File: src/rtl/spi_adc_responder.sv
// MCP3002-compatible SPI responder: decodes the start/SGL/ODD/MSBF command and
// streams a 10-bit result taken from two parallel sample inputs.
module spi_adc_responder #(
   parameter int DATA_W      = 10,
   parameter int SYNC_STAGES = 2
) (
   input  logic              sysclk,
   input  logic              rst_n,
   input  logic              adc_cs,
   input  logic              adc_sck,
   input  logic              sdata_to_adc,
   output logic              sdata_from_adc,
   output logic              dout_oe,
   input  logic [DATA_W-1:0] sample_ch0,
   input  logic [DATA_W-1:0] sample_ch1,
   output logic              cmd_valid,
   output logic              cmd_sgl,
   output logic              cmd_odd,
   output logic              cmd_msbf,
   output logic              frame_error,
   output logic              busy
);

   localparam int CNT_W = $clog2(DATA_W + 1);
   localparam logic [CNT_W-1:0] CNT_ONE = CNT_W'(1);
   localparam logic [CNT_W-1:0] CNT_TWO = CNT_W'(2);
   localparam logic [CNT_W-1:0] CNT_TOP = CNT_W'(DATA_W - 1);
   localparam logic [CNT_W-1:0] CNT_END = CNT_W'(DATA_W);

   typedef enum logic [2:0] {
      S_IDLE, S_WAIT_START, S_CMD, S_NULL, S_DATA, S_TRAIL
   } state_t;

   logic [SYNC_STAGES-1:0] cs_sync, sck_sync, din_sync;
   logic                   cs_d, sck_d;
   logic                   cs_s, sck_s, din_s;
   logic                   cs_rise, cs_fall, sck_rise, sck_fall;

   state_t             state, state_n;
   logic [CNT_W-1:0]   cnt, cnt_n;
   logic               sgl_t, sgl_t_n, odd_t, odd_t_n;
   logic [DATA_W-1:0]  result, result_n, result_sel;
   logic [DATA_W:0]    diff_01, diff_10;
   logic               dout_n, oe_n, busy_n;
   logic               cmd_valid_n, cmd_sgl_n, cmd_odd_n, cmd_msbf_n, frame_error_n;

   // NOTE: sequential state uses non-blocking assignments so every flop samples pre-edge values.
   always_ff @(posedge sysclk) begin
      if (!rst_n) begin
         cs_sync  <= '1;
         sck_sync <= '0;
         din_sync <= '0;
         cs_d     <= 1'b1;
         sck_d    <= 1'b0;
      end else begin
         cs_sync  <= {cs_sync[SYNC_STAGES-2:0], adc_cs};
         sck_sync <= {sck_sync[SYNC_STAGES-2:0], adc_sck};
         din_sync <= {din_sync[SYNC_STAGES-2:0], sdata_to_adc};
         cs_d     <= cs_sync[SYNC_STAGES-1];
         sck_d    <= sck_sync[SYNC_STAGES-1];
      end
   end

   assign cs_s     = cs_sync[SYNC_STAGES-1];
   assign sck_s    = sck_sync[SYNC_STAGES-1];
   assign din_s    = din_sync[SYNC_STAGES-1];
   assign cs_rise  = cs_s & ~cs_d;
   assign cs_fall  = ~cs_s & cs_d;
   assign sck_rise = sck_s & ~sck_d;
   assign sck_fall = ~sck_s & sck_d;

   // Differential results are formed one bit wider so a borrow clamps to zero.
   assign diff_01 = {1'b0, sample_ch0} - {1'b0, sample_ch1};
   assign diff_10 = {1'b0, sample_ch1} - {1'b0, sample_ch0};

   always_comb begin
      result_sel = sample_ch0;
      if (sgl_t)      result_sel = odd_t ? sample_ch1 : sample_ch0;
      else if (odd_t) result_sel = diff_10[DATA_W] ? '0 : diff_10[DATA_W-1:0];
      else            result_sel = diff_01[DATA_W] ? '0 : diff_01[DATA_W-1:0];
   end

   always_ff @(posedge sysclk) begin
      if (!rst_n) begin
         state          <= S_IDLE;
         cnt            <= '0;
         sgl_t          <= 1'b0;
         odd_t          <= 1'b0;
         result         <= '0;
         sdata_from_adc <= 1'b0;
         dout_oe        <= 1'b0;
         busy           <= 1'b0;
         cmd_valid      <= 1'b0;
         cmd_sgl        <= 1'b0;
         cmd_odd        <= 1'b0;
         cmd_msbf       <= 1'b0;
         frame_error    <= 1'b0;
      end else begin
         state          <= state_n;
         cnt            <= cnt_n;
         sgl_t          <= sgl_t_n;
         odd_t          <= odd_t_n;
         result         <= result_n;
         sdata_from_adc <= dout_n;
         dout_oe        <= oe_n;
         busy           <= busy_n;
         cmd_valid      <= cmd_valid_n;
         cmd_sgl        <= cmd_sgl_n;
         cmd_odd        <= cmd_odd_n;
         cmd_msbf       <= cmd_msbf_n;
         frame_error    <= frame_error_n;
      end
   end

   // NOTE: every variable gets its default first so no path through the case infers a latch.
   always_comb begin
      state_n       = state;
      cnt_n         = cnt;
      sgl_t_n       = sgl_t;
      odd_t_n       = odd_t;
      result_n      = result;
      dout_n        = sdata_from_adc;
      oe_n          = dout_oe;
      busy_n        = busy;
      cmd_valid_n   = 1'b0;
      cmd_sgl_n     = cmd_sgl;
      cmd_odd_n     = cmd_odd;
      cmd_msbf_n    = cmd_msbf;
      frame_error_n = 1'b0;

      if (cs_rise) begin
         state_n       = S_IDLE;
         oe_n          = 1'b0;
         dout_n        = 1'b0;
         busy_n        = 1'b0;
         frame_error_n = state inside {S_CMD, S_NULL, S_DATA};
      end else begin
         case (state)
            S_IDLE: if (cs_fall) state_n = S_WAIT_START;
            S_WAIT_START: if (sck_rise && din_s) begin
               state_n = S_CMD;
               busy_n  = 1'b1;
               cnt_n   = '0;
            end
            S_CMD: if (sck_rise) begin
               cnt_n = cnt + CNT_ONE;
               if (cnt == '0)          sgl_t_n = din_s;
               else if (cnt == CNT_ONE) odd_t_n = din_s;
               else begin
                  cmd_valid_n = 1'b1;
                  cmd_sgl_n   = sgl_t;
                  cmd_odd_n   = odd_t;
                  cmd_msbf_n  = din_s;
                  result_n    = result_sel;
                  state_n     = S_NULL;
               end
            end
            S_NULL: if (sck_fall) begin
               if (!dout_oe) begin
                  oe_n   = 1'b1;
                  dout_n = 1'b0;
               end else begin
                  state_n = S_DATA;
                  dout_n  = result[DATA_W-1];
                  cnt_n   = CNT_TOP;
               end
            end
            S_DATA: if (sck_fall) begin
               if (cnt == '0) begin
                  // D0 is shared between the MSB-first and LSB-first halves.
                  state_n = S_TRAIL;
                  dout_n  = ~cmd_msbf & result[1];
                  cnt_n   = CNT_TWO;
               end else begin
                  dout_n = result[cnt - CNT_ONE];
                  cnt_n  = cnt - CNT_ONE;
               end
            end
            S_TRAIL: if (sck_fall) begin
               if (!cmd_msbf && cnt < CNT_END) begin
                  dout_n = result[cnt];
                  cnt_n  = cnt + CNT_ONE;
               end else begin
                  dout_n = 1'b0;
               end
            end
            default: state_n = S_IDLE;
         endcase
      end
   end

endmodule

File: config.mk
export PLATFORM = sky130hd
export DESIGN_NAME = spi_adc_responder
export DESIGN_NICKNAME = d
export VERILOG_FILES = /design/src/rtl/spi_adc_responder.sv
export SDC_FILE = /design/constraint.sdc
export NUM_CORES = 1
export LEC_CHECK = 0
export CAP_MARGIN = 25
export CORE_AREA = 5 5 93 112
export DETAILED_ROUTE_END_ITERATION = 16
export DIE_AREA = 0 0 98 117
export DONT_BUFFER_PORTS = 1
export MAX_ROUTING_LAYER = met4
export SLEW_MARGIN = 20
export SYNTH_ARGS = -nofsm -noshare
export SYNTH_HDL_FRONTEND = slang
export SYNTH_SLANG_ARGS = --single-unit
File: constraint.sdc
create_clock -name sysclk -period 6.8 [get_ports sysclk]
set_input_delay 0.68 -clock sysclk [delete_from_list [all_inputs] [get_ports sysclk]]
set_output_delay 0.68 -clock sysclk [all_outputs]
set_load 0.01 [all_outputs]
---- Word level (Yosys, flattened, before mapping) ----
Cells that the tools add are included.
cells by class
  add/sub/neg operators ................... 4
  magnitude comparators ................... 3
  equal/unequal tests ..................... 17
  mux-type cells .......................... 36
  bitwise logic cells ..................... 17
  reduce and logical (&&, ||, !) cells .... 19
operators by type and width
  operator                                                              number
  10-bit two-way mux                                                    5
  4-bit two-way mux                                                     8
  3-bit two-way mux                                                     9
  10-bit by 10-bit subtractor with 11-bit output                        2
  2-bit != test, second input constant                                  10
  4-bit one-hot mux with 5 select lines                                 1
  3-bit one-hot mux with 6 select lines                                 1
  1-bit inverter                                                        12
  4-bit by 5-bit < comparator with 1-bit output, second input constant  2
  10-bit AND reduction                                                  1
  5-bit AND reduction                                                   2
  1-bit two-way mux                                                     9
  9-bit AND reduction                                                   1
  1-bit binary-select mux with 4-bit select                             2
  4-bit AND reduction                                                   2
  3-bit by 2-bit == test with 1-bit output, second input constant       2
  3-bit == test, second input constant                                  2
  2-bit AND reduction                                                   3
  3-bit nonzero test                                                    2
  1-bit AND                                                             5
  5-bit nonzero test                                                    1
  5-bit OR reduction                                                    1
  4-bit by 1-bit adder with 4-bit output, second input constant         1
  4-bit by 1-bit == test with 1-bit output, second input constant       1
  10 further kinds                                                      11
word-level totals
  register bits after elaboration ......... 35
  input bits .............................. 25
  logic and storage cells ................. 114

---- Depth between registers and ports, before layout ----
  word-level depth ........................ 6
  mapped depth ............................ 12
  gate-level depth less buffers ........... 11

---- Worst setup path after synthesis ----
Ideal clock, no wire load.
  path kind ............................... input port to flip-flop
  start point ............................. input port sample_ch0[0]
  end point ............................... register result[4]
  library setup time ...................... 0.120 ns
  data arrival time ....................... 2.547 ns
  slack ................................... 4.133 ns
  cell stages on the path ................. 12
  buffers on the path ..................... 1
  path through ............................ inv_1 > ha_1 > inv_1 > fa_1 > a21o_1 > a221oi_2 > o22ai_1 > buf_4 > a221oi_2 > a211oi_1 > a21oi_1 > nor2_1
on the way
  word-level cells in the longest chain between the ends .. 4
  elaborated cells between the ends (all ways) .. 6
  classes of those cells .................. add/sub (2); mux (4)
RTL lines
  what                                                               line    text
  start, declared                                                    14      input logic [DATA_W-1:0] sample_ch0,
  10-bit by 10-bit subtractor with 11-bit output (on tied branches)  73, 74
  10-bit two-way mux (on tied branches)                              80, 79
  10-bit two-way mux (*)                                             79      else if (odd_t) result_sel = diff_10[DATA_W] ? '0 : diff_10[DATA_W-1:0];
  10-bit two-way mux (*)                                             78      if (sgl_t) result_sel = odd_t ? sample_ch1 : sample_ch0;
  end signal, assigned                                               103     result <= result_n;
  end, declared                                                      42      logic [DATA_W-1:0] result, result_n, result_sel;
Mark *: on every way between the ends. The rest lies on a longest branch, timed or not.
A chain may end at the register's enable or synchronous reset.

---- Final worst setup path ----
  start point ............................. register cnt[0]
  end point ............................... register result[5]
on the way
  word-level cells in the longest chain between the ends .. 3
  elaborated cells between the ends (all ways) .. 5
  classes of those cells .................. eq/ne (1); bitwise (2); reduce/logical (2)
RTL lines
  what                                                                                line      text
  start, declared                                                                     40        logic [CNT_W-1:0] cnt, cnt_n;
  start signal, assigned                                                              100       cnt <= cnt_n;
  4-bit by 1-bit == test with 1-bit output / 4-bit zero test (equally long branches)  148, 147
  1-bit inverter (no source line)                                                     --
  5-bit AND reduction (no source line) (*)                                            --
Marks and branches as above.

==> results.md <==
* Clock root buffer master: clkbuf_16
* Yosys cell types at 66
* Rows at 39
* Proportion of layout cells with a drive suffix above 1 at under 10%
* R2R Setup Slk at 3.89 ns
* Worst endpoint required time at 6.93 ns
* Pin count of the biggest net entering global routing at 27
* Share of the synthesized area in the top cell type at between 20% and 30%
* Register-to-Register Path Depth at 7
* Slew HR at 33.1%
* Pwr Total at 650 µW
* Post-synth top area cell: dfxtp_1
* Post-CTS setup buffers at 0
* Maximum vdd drop at 0.0924 mV
* Path type of the worst setup path: flip-flop to flip-flop
* Max Clock Freq at 343 MHz
* Sequential power share at a little under two fifths
* Inserted Clock Buffers at 5
* Total Routing Usage GR at 13.5%
* Hold path startpoint: cs_sync[0]
* P_int at between 400 and 500 µW
* CP arrival at 3.05 ns
* Antenna violations before repair at 0
* Clock Skew at about 0.0043 ns
* # setup viols final at 0
* Post-synth EDFFs at 0
* Clock transition at path regs at 0.06 ns
* Clock Sinks at 35
* First-pass GRT wire length at 12500 µm
* Setup crit end kind: flip-flop
* Net switching power at 221 µW
* Drt pass-1 iters at 4
* # diodes at 0
* Synthesized area per cell at a little under 8 µm²
* Vias at 2728
* DRC Markers at 0
* Hold crit path type: flip-flop to flip-flop
* Initial Util at between 30 and 40%
* DR iter-0 viols at 99
* CTS tree: done
* CP max FO at 16
* Worst r2r src: cnt[0]
* CTS Buffer Depth at 2
* Die area at 11500 µm²
* Vias per inst at around 5.5
* Hold-fix buffers at CTS at 0
* Area grow syn2layout at 4.90%
* Die Ht at 117 µm
* Clock power share at about 34%
* Syn_nets at 443
* Synthesis-stage register bit count at 35
* Switching Share at around 34%
* Post-cts resize count at 0
* ANT nets after route at 0
* WHS at just over 0.4 ns
* Nets@finish at between 400 and 500
* Sequential area share after synthesis at 22.5%
* Hold depth at 1
* Syn. warnings at 0
* Slew @ Worst Pin at 1.00 ns
* Setup_tns at 0 ns
* Status: finished clean
* Vias in the first global route at around 2.6k
* Final Max Tran Viols at 0
* CP Launch Type: flip-flop
* Post-synthesis cell count at 393
* Chip width at 98 µm
* Reg2reg end: result[5]
* Max cap viols at 0
* P_leak at 1.29 nW
* Synth area leaders: dfxtp_1 (22%), ha_1 (9.2%), a21oi_1 (5.0%)
* WHS Endpoint: cs_sync[1]
* Worst-Skew Late Latency at roughly 0.28 ns
* IO Pins at 33
* Part of the cycle the worst path needs at 42.9%
* Ys flop type: dfxtp_1
* PD cells at 199 nW/µm²
* Gpl congestion at 0.869
* Core Area at 9320 µm²
* Routed WL at 7460 µm
* RSZ-0062 raised after global routing: no
* Asr flop ratio synth at 0%
* Overflow after GRT at 0
* H-tree depth at 2
* Number of port buffers at 0
* Synth Cell Area at just over 3000 µm²
* Logic pwr share at 29.2%
* DP HPWL at ~5600 µm
* Drt wl/cell at 15.0 µm
* Final Hold Vio Count at 0
* Tmin final at roughly 3 ns
[cells by family (layout without fill, tap and decap cells)]
logic type | Yosys count | in the layout | synth area share (%)
AO/OA/AOI/OAI | 127 | 127 | 29.1
AND/OR/NAND/NOR | 123 | 123 | 20.0
buffers and inverters | 57 | 38 | 8.35
flip-flops | 35 | 35 | 22.5
adder cells (fa/ha/maj) | 25 | 25 | 10.5
multiplexers | 15 | 15 | 6.47
XOR/XNOR | 11 | 11 | 3.09
[metal layers]
layer	up-vias	track usage, %	share of wire (%)
li1	1368	-	-
met3	8	2.73	4.7
met1	1293	15.5	45
met4	0	4.06	1.0
met5	-	-	0
met2	59	23.9	49
[critical path, stage by stage, from the launching register on]
cell and delay (ns):
dfxtp_1 0.70, inv_1 0.17, ha_1 0.33, or3b_1 0.39, nand3_1 0.53, and3_1 0.40
a41oi_1 0.15, o41ai_1 0.09
[sequential cells by signal (all words and copies together), names as in the netlist, 2 cells and up]
register	count
din_sync	2
cnt	4
cs_sync	2
result	10
state	3
sck_sync	2
[placed cells by master (no fill, tap or decap), types with 6 or more instances in the layout]
cell type | netlist | final
o21ai_0 | 23 | 23
ha_1 | 23 | 23
dfxtp_1 | 35 | 35
nor2_1 | 25 | 25
and2_1 | 6 | 6
nand2b_1 | 10 | 10
a21oi_1 | 31 | 31
a211oi_1 | 8 | 8
nand2_1 | 41 | 41
mux2i_1 | 10 | 10
inv_1 | 30 | 30
nor2b_1 | 7 | 7
nand3_1 | 6 | 6
a21o_1 | 12 | 12
xnor2_1 | 7 | 7
[synthesized netlist by cell type, types with 6 or more instances]
master	n
xnor2_1	7
nor2_1	25
o21ai_0	23
nand2b_1	10
buf_2	12
nand2_1	41
dfxtp_1	35
nand3_1	6
a21oi_1	31
ha_1	23
clkbuf_1	7
mux2i_1	10
a21o_1	12
inv_1	30
a211oi_1	8
and2_1	6
nor2b_1	7
[per-stage QoR]
step | util, % | setup WS (ns) | instances | instance area, µm²
after CTS | 35.1 | 3.89 | 497 | 3270
after detailed placement | 33.6 | 3.66 | 490 | 3130
after global routing | 35.1 | 3.59 | 497 | 3270
after global placement | 33.6 | 3.70 | 490 | 3130
after floorplan | - | 4.13 | 393 | 3120
final | 35.1 | 3.89 | 497 | 3270
[worst max-delay path by stage]
stage | from | to | slack (ns) | depth (start not counted)
global route | cnt[0] | result[5] | 3.59 | 7
finish | cnt[0] | result[5] | 3.89 | 7
detailed placement | sample_ch0[5] | result[2] | 3.66 | 9
CTS | cnt[0] | result[5] | 3.89 | 7
global placement | sample_ch0[5] | result[2] | 3.70 | 9
floorplan | sample_ch0[0] | result[4] | 4.13 | 12
[power groups by stage]
stage	Clock [mW]	Sequential (mW)	Combinational (mW)
floorplan	0	0.224	0.181
global placement	0	0.246	0.184
detailed placement	0	0.245	0.187
CTS	0.225	0.241	0.188
global route	0.231	0.244	0.212
finish	0.219	0.241	0.190
[final cells by class]
| class | count | area [µm²] |
|---|---|---|
| Clock buffer | 5 | 125 |
| Clock inverter | 2 | 13.8 |
| Fill cell | 996 | 6050 |
| Inverter | 30 | 113 |
| Multi-Input combinational cell | 301 | 2150 |
| Sequential cell | 35 | 701 |
| Tap cell | 123 | 154 |
| Timing Repair Buffer | 1 | 7.51 |
No activity file was read; power rests on OpenSTA's default activity.
